--- config.mk ---
export PLATFORM = sky130hd
export DESIGN_NAME = etapa_fetch
export DESIGN_NICKNAME = d
export VERILOG_FILES = /design/src/rtl/pkg_cpu.sv /design/src/rtl/reg_if_id.sv /design/src/rtl/etapa_fetch.sv
export SDC_FILE = /design/constraint.sdc
export NUM_CORES = 1
export LEC_CHECK = 0
export ABC_AREA = 1
export CAP_MARGIN = 20
export CORE_MARGIN = 5
export CORE_UTILIZATION = 45
export CTS_BUF_LIST = sky130_fd_sc_hd__clkbuf_4
export DETAILED_ROUTE_END_ITERATION = 8
export DONT_BUFFER_PORTS = 1
export MAX_ROUTING_LAYER = met4
export PLACE_DENSITY = 0.69
export SETUP_SLACK_MARGIN = 0.05
export SLEW_MARGIN = 20
export SYNTH_ARGS = -nofsm -noshare
export SYNTH_HDL_FRONTEND = slang
export SYNTH_SLANG_ARGS = --single-unit
export TNS_END_PERCENT = 10
--- constraint.sdc ---
create_clock -name clk -period 5 [get_ports clk]
set_input_delay 1 -clock clk [delete_from_list [all_inputs] [get_ports clk]]
set_output_delay 1 -clock clk [all_outputs]
set_load 0.01 [all_outputs]
--- src/rtl/pkg_cpu.sv ---
// -----------------------------------------------------------------------------
// pkg_cpu
// Definitions shared by the fetch stage and the instruction memory:
//   - ANCHO_PALABRA : datapath word width in bits
//   - TAM_MEM_BYTES : instruction memory size in bytes
//   - INSTR_NOP     : word placed in IF/ID when the slot carries no instruction
//   - estado_t      : fetch-stage state encoding
//   - es_alineada() : true when a byte address is on a 4-byte boundary
// -----------------------------------------------------------------------------
package pkg_cpu;

  localparam int          ANCHO_PALABRA = 32;
  localparam int          TAM_MEM_BYTES = 256;
  localparam logic [31:0] INSTR_NOP     = 32'h0000_0000;

  typedef enum logic [1:0] {
    ARRANQUE = 2'd0,
    FETCH    = 2'd1,
    DETENIDO = 2'd2,
    ERROR    = 2'd3
  } estado_t;

  function automatic logic es_alineada(input logic [31:0] dir);
    return (dir[1:0] == 2'b00);
  endfunction

endpackage

--- src/rtl/reg_if_id.sv ---
// -----------------------------------------------------------------------------
// reg_if_id
// IF/ID pipeline register. Flush has priority over enable, so a redirect
// empties the slot even while the hazard unit is stalling.
//   clk, reset      : clock, synchronous active-high reset
//   i_en            : load new slot (driven from !stall by the fetch stage)
//   i_flush         : invalidate slot (instruction becomes INSTR_NOP)
//   i_pc, i_instr   : PC and fetched word to capture
//   o_pc_id         : PC of the instruction held
//   o_pc_mas4_id    : o_pc_id + 4
//   o_instr_id      : instruction held
//   o_valido_id     : slot holds a real instruction
// -----------------------------------------------------------------------------
module reg_if_id
  import pkg_cpu::*;
#(
  parameter logic [31:0] NOP = pkg_cpu::INSTR_NOP
) (
  input  logic        clk,
  input  logic        reset,
  input  logic        i_en,
  input  logic        i_flush,
  input  logic [31:0] i_pc,
  input  logic [31:0] i_instr,
  output logic [31:0] o_pc_id,
  output logic [31:0] o_pc_mas4_id,
  output logic [31:0] o_instr_id,
  output logic        o_valido_id
);

  logic [31:0] r_pc_id;
  logic [31:0] r_pc_mas4_id;
  logic [31:0] r_instr_id;
  logic        r_valido_id;

  // NOTE: state is updated with non-blocking assignments so every register
  // samples the pre-edge values, independent of statement order.
  always_ff @(posedge clk) begin
    if (reset) begin
      r_pc_id      <= 32'h0000_0000;
      r_pc_mas4_id <= 32'h0000_0004;
      r_instr_id   <= NOP;
      r_valido_id  <= 1'b0;
    end else if (i_flush) begin
      // PC fields are left as they are; only the slot contents are killed.
      r_instr_id   <= NOP;
      r_valido_id  <= 1'b0;
    end else if (i_en) begin
      r_pc_id      <= i_pc;
      r_pc_mas4_id <= i_pc + 32'd4;
      r_instr_id   <= i_instr;
      r_valido_id  <= 1'b1;
    end
  end

  assign o_pc_id      = r_pc_id;
  assign o_pc_mas4_id = r_pc_mas4_id;
  assign o_instr_id   = r_instr_id;
  assign o_valido_id  = r_valido_id;

endmodule

--- src/rtl/etapa_fetch.sv ---
// -----------------------------------------------------------------------------
// etapa_fetch
// Instruction fetch stage. Owns the PC, drives the instruction memory address
// combinationally from it and captures the returned word into IF/ID at the
// same edge (zero-latency memory).
//   clk, reset        : clock, synchronous active-high reset
//   stall             : hold PC and IF/ID
//   salto_tomado      : redirect request
//   destino_salto     : redirect target byte address
//   direccion         : instruction memory address (= PC register)
//   instruccion       : word returned by the memory for direccion
//   pc_id, pc_mas4_id : PC and PC+4 of the instruction in IF/ID
//   instruccion_id    : instruction in IF/ID
//   valido_id         : IF/ID holds a real instruction
//   detenido          : stage halted (DETENIDO or ERROR)
//   error_alineacion  : sticky, a misaligned redirect was seen
// -----------------------------------------------------------------------------
module etapa_fetch
  import pkg_cpu::*;
#(
  parameter int          TAM_MEM   = pkg_cpu::TAM_MEM_BYTES,
  parameter logic [31:0] PC_RESET  = 32'h0000_0000,
  parameter logic [31:0] INSTR_NOP = pkg_cpu::INSTR_NOP
) (
  input  logic        clk,
  input  logic        reset,
  input  logic        stall,
  input  logic        salto_tomado,
  input  logic [31:0] destino_salto,
  output logic [31:0] direccion,
  input  logic [31:0] instruccion,
  output logic [31:0] pc_id,
  output logic [31:0] pc_mas4_id,
  output logic [31:0] instruccion_id,
  output logic        valido_id,
  output logic        detenido,
  output logic        error_alineacion
);

  // Last legal fetch address; anything above it halts the stage.
  localparam logic [31:0] PC_LIMITE = 32'(TAM_MEM - 4);

  estado_t     r_estado;
  logic [31:0] r_pc;
  logic        r_error;

  estado_t     w_estado_sig;
  logic [31:0] w_pc_sig;
  logic        w_error_sig;
  logic        w_carga;
  logic        w_flush;
  logic        w_salto_ok;
  logic        w_salto_mal;

  assign w_salto_ok  = salto_tomado &&  es_alineada(destino_salto);
  assign w_salto_mal = salto_tomado && !es_alineada(destino_salto);

  always_ff @(posedge clk) begin
    if (reset) begin
      r_estado <= ARRANQUE;
      r_pc     <= PC_RESET;
      r_error  <= 1'b0;
    end else begin
      r_estado <= w_estado_sig;
      r_pc     <= w_pc_sig;
      r_error  <= w_error_sig;
    end
  end

  // NOTE: every output of this block gets a default first, so no path can
  // leave a signal unassigned and infer a latch.
  always_comb begin
    w_estado_sig = r_estado;
    w_pc_sig     = r_pc;
    w_error_sig  = r_error;
    w_carga      = 1'b0;
    w_flush      = 1'b0;

    unique case (r_estado)
      ARRANQUE: begin
        // Startup bubble: redirects and stalls are ignored, slot stays empty.
        w_flush      = 1'b1;
        w_estado_sig = FETCH;
      end

      FETCH: begin
        if (w_salto_mal) begin
          w_error_sig  = 1'b1;
          w_flush      = 1'b1;
          w_estado_sig = ERROR;
        end else if (w_salto_ok) begin
          // Redirect outranks stall: the wrong-path slot must die regardless.
          w_pc_sig = destino_salto;
          w_flush  = 1'b1;
        end else if (stall) begin
          // Hold everything.
        end else if (r_pc > PC_LIMITE) begin
          w_flush      = 1'b1;
          w_estado_sig = DETENIDO;
        end else begin
          w_carga  = 1'b1;
          w_pc_sig = r_pc + 32'd4;
        end
      end

      DETENIDO: begin
        if (w_salto_mal) begin
          w_error_sig  = 1'b1;
          w_flush      = 1'b1;
          w_estado_sig = ERROR;
        end else if (w_salto_ok) begin
          w_pc_sig     = destino_salto;
          w_flush      = 1'b1;
          w_estado_sig = FETCH;
        end else if (!stall) begin
          w_flush = 1'b1;
        end
      end

      ERROR: begin
        // Terminal until reset; keep the slot empty.
        w_flush = 1'b1;
      end

      default: begin
        w_flush      = 1'b1;
        w_estado_sig = ERROR;
      end
    endcase
  end

  reg_if_id #(
    .NOP (INSTR_NOP)
  ) u_reg_if_id (
    .clk          (clk),
    .reset        (reset),
    .i_en         (w_carga),
    .i_flush      (w_flush),
    .i_pc         (r_pc),
    .i_instr      (instruccion),
    .o_pc_id      (pc_id),
    .o_pc_mas4_id (pc_mas4_id),
    .o_instr_id   (instruccion_id),
    .o_valido_id  (valido_id)
  );

  assign direccion        = r_pc;
  assign detenido         = (r_estado == DETENIDO) || (r_estado == ERROR);
  assign error_alineacion = r_error;

endmodule

==> reports/qor.yml <==
logic_synthesis:
  ys_async_sr_fraction_pct: 0
  synth-seq-cells: 130
  synthesis.instances: 866
  syn-num-nets: 939
  synth_warnings: 0
  synth-main-ff-cell: "dfxtp_1"
  synth_edf_count: 0
  synth_cell_type_count: 29
  ys_seq_area_share_pct: 44.2
  avgSynthCellArea_sq_um: 6.81
  netlist_area_sq_um: 5890
job:
  max_cap_violations: 0
worst_setup_path:
  end_kind: "flop"
  crit_fanout: 42
  crit_arrival_ns: 3.59
  reg2reg_depth: 12
  worstPathRequired_ns: 5.46
  crit_path_start_kind: "flop"
  setup.worst_path.class: "reg2reg"
status:
  status: "finished, final reports clean"
final_layout:
  multi_input_area_sq_um: 2650
  nets: 922
  final_cell_area_sq_um: 6210
  fillCellCount: 1339
  ff_latch_area_sq_um: 2600
  layout-drive-gt1-share_pct: 5.57
  syn2layout_area_growth_pct: 5.39
sta:
  slew_violations: 0
  final-hold-violation-count: 0
  fin_skew_ns: 0.0133
  finalWorstSetupSlack_ns: 1.88
  whs_ns: 0.509
  relSlewSlack_pct: 36.9
  max_freq_mhz: 320
  setup_violations: 0
  setup-tns-final_ns: 0
  tightestPinTransition_ns: 0.945
  finalCritPeriodShare_pct: 62.5
  rsz0062_at_grt: "no"
  period_minus_slack_ns: 3.12
grt:
  grt_pass1_vias: 4567
  grt_pass1_wl_mm: 24.8
  grt_use_total_pct: 20.3
  top_usage_layer: "met2"
  grt_overflow_total: 0
  grt.met2_usage_pct: 29.3
  met1_usage_pct: 25.6
  antenna_found_initial: 1
  use_met3_pct: 9.31
  grt_max_degree: 51
route:
  wl_per_cell_um: 15.1
  drt-initial-drc-count: 272
  drc_errors: 0
  wl_mm: 15.6
  vias: 5147
  dr.pass1.iters: 5
  viasPerCell: 4.97
  ant_nets: 0
clocking:
  clk_latency_ns: 0.53
  post_cts_buffers: 0
  cts_buffers: 17
  cts-root-buf: "clkbuf_4"
  cts_hold_buf: 0
  cts_sinks: 130
  cts_tree: "done"
  clk_path_buf_depth: 2
  h-tree-depth: 4
  clkTransAtPathRegs_ns: 0.11
  cts_resized: 0
pwr:
  vdd_drop_max_v: 0.000296
  p_leak_nw: 2.78
  powerDensity_nw_per_um2: 490
worst_hold_path:
  whs_path_depth: 2
  hp-class: "reg2reg"
floorplanning:
  die_h_um: 124
  die_x_um: 124
  die-area_sq_um: 15500
  core_area_sq_um: 12700
  io_pins: 199
  rows: 41
  initial_core_util_pct: 46.3
place:
  dp_hpwl_mm: 11.4
  place_area_sq_um: 5920
  pre_cts_ws_ns: 1.84
  io_buffers: 0
  place_congestion: 0.921
[logic make-up (layout without fill, tap and decap cells)]
family | after synthesis | count (layout) | share of synthesized area [%]
AOI/OAI and AO/OA | 94 | 94 | 8.13
xor gates and xnor gates | 9 | 9 | 1.34
adders and majority gates | 5 | 5 | 1.06
buffers and inverters | 149 | 145 | 10.8
DFF | 130 | 130 | 44.2
other | 0 | 1 | 0
and+or+nand+nor | 479 | 479 | 34.5
[metal layers]
metal / routed length (um) / vias up
met5: 0 / -
met1: 6790 / 2247
met2: 6950 / 221
met3: 1670 / 17
li1: - / 2662
met4: 223 / 0
[critical path, cell delays in order, from the launching register on]
cell and delay, ns:
dfxtp_1 0.44, ha_1 0.36, nand3_4 0.16, nor2_4 0.07, nand2_1 0.07, nand2_2 0.08, nor3_4 0.17, buf_4 0.35
nand3_2 0.58, buf_4 0.50, nand2_1 0.10, nand2_1 0.05, nor2_1 0.11
[report_power, final]
part | leakage, nW | internal, mW | switching (mW)
sequential | 1.05 | 1.15 | 0.267
clock | 0.150 | 0.341 | 0.390
combinational | 1.58 | 0.300 | 0.602
[cell usage after synthesis, types with 6 or more instances]
cell,number,share of area [%]
o21ai_0,31,2.6
a21oi_1,58,4.9
inv_1,106,6.8
nor2_1,130,8.3
nand3b_1,7,0.89
dfxtp_1,130,44
buf_6,6,1.1
nor3_1,6,0.51
nand4_1,9,0.96
nand2_1,234,15
buf_2,13,1.1
nand3_1,80,6.8
clkbuf_1,18,1.1
[layout by cell type (no fill, tap or decap), types with 5 or more instances in the layout]
cell / synthesis / layout
clkbuf_4: 0 / 17
inv_1: 106 / 106
nand3_1: 80 / 80
nor3_1: 6 / 6
buf_4: 5 / 6
o21ai_0: 31 / 31
a21oi_1: 58 / 58
ha_1: 5 / 5
xor2_1: 5 / 5
nand2_1: 234 / 234
nand3b_1: 7 / 7
nor2_1: 130 / 130
nand4_1: 9 / 9
dfxtp_1: 130 / 130
[cell type report]
type	count	area share [%]
inverters	107	6.47
well taps	172	3.46
clock inverters	15	2.66
repair buffers	6	0.725
diodes	1	0.0403
clock buffers	17	2.05
multi-input cells	587	42.7
flip-flops and latches	130	41.9
[path summary, 6_finish.rpt]
path,start,to,slack [ns]
setup / recovery,direccion[2],u_reg_if_id.o_pc_id[5],1.88
hold / removal,u_reg_if_id.o_valido_id,u_reg_if_id.o_valido_id,0.51
setup reg to reg,direccion[2],u_reg_if_id.o_pc_id[5],1.88
hold reg to reg,u_reg_if_id.o_valido_id,u_reg_if_id.o_valido_id,0.51
[metrics by stage]
stage	power, mW	std cells	utilization [%]
finish	3.05	1035	48.8
global route	3.30	1035	48.8
CTS	3.08	1034	48.8
detailed placement	2.34	1002	46.5
global placement	2.33	1002	46.5
floorplan	2.12	866	-
[sequential cells by signal, indices dropped and copies added (netlist names)]
name,cells
r_estado,2
error_alineacion,1
u_reg_if_id.o_pc_mas4_id,32
u_reg_if_id.o_pc_id,30
direccion,32
u_reg_if_id.o_valido_id,1
u_reg_if_id.o_instr_id,32
No activity file was read; power rests on OpenSTA's default activity.
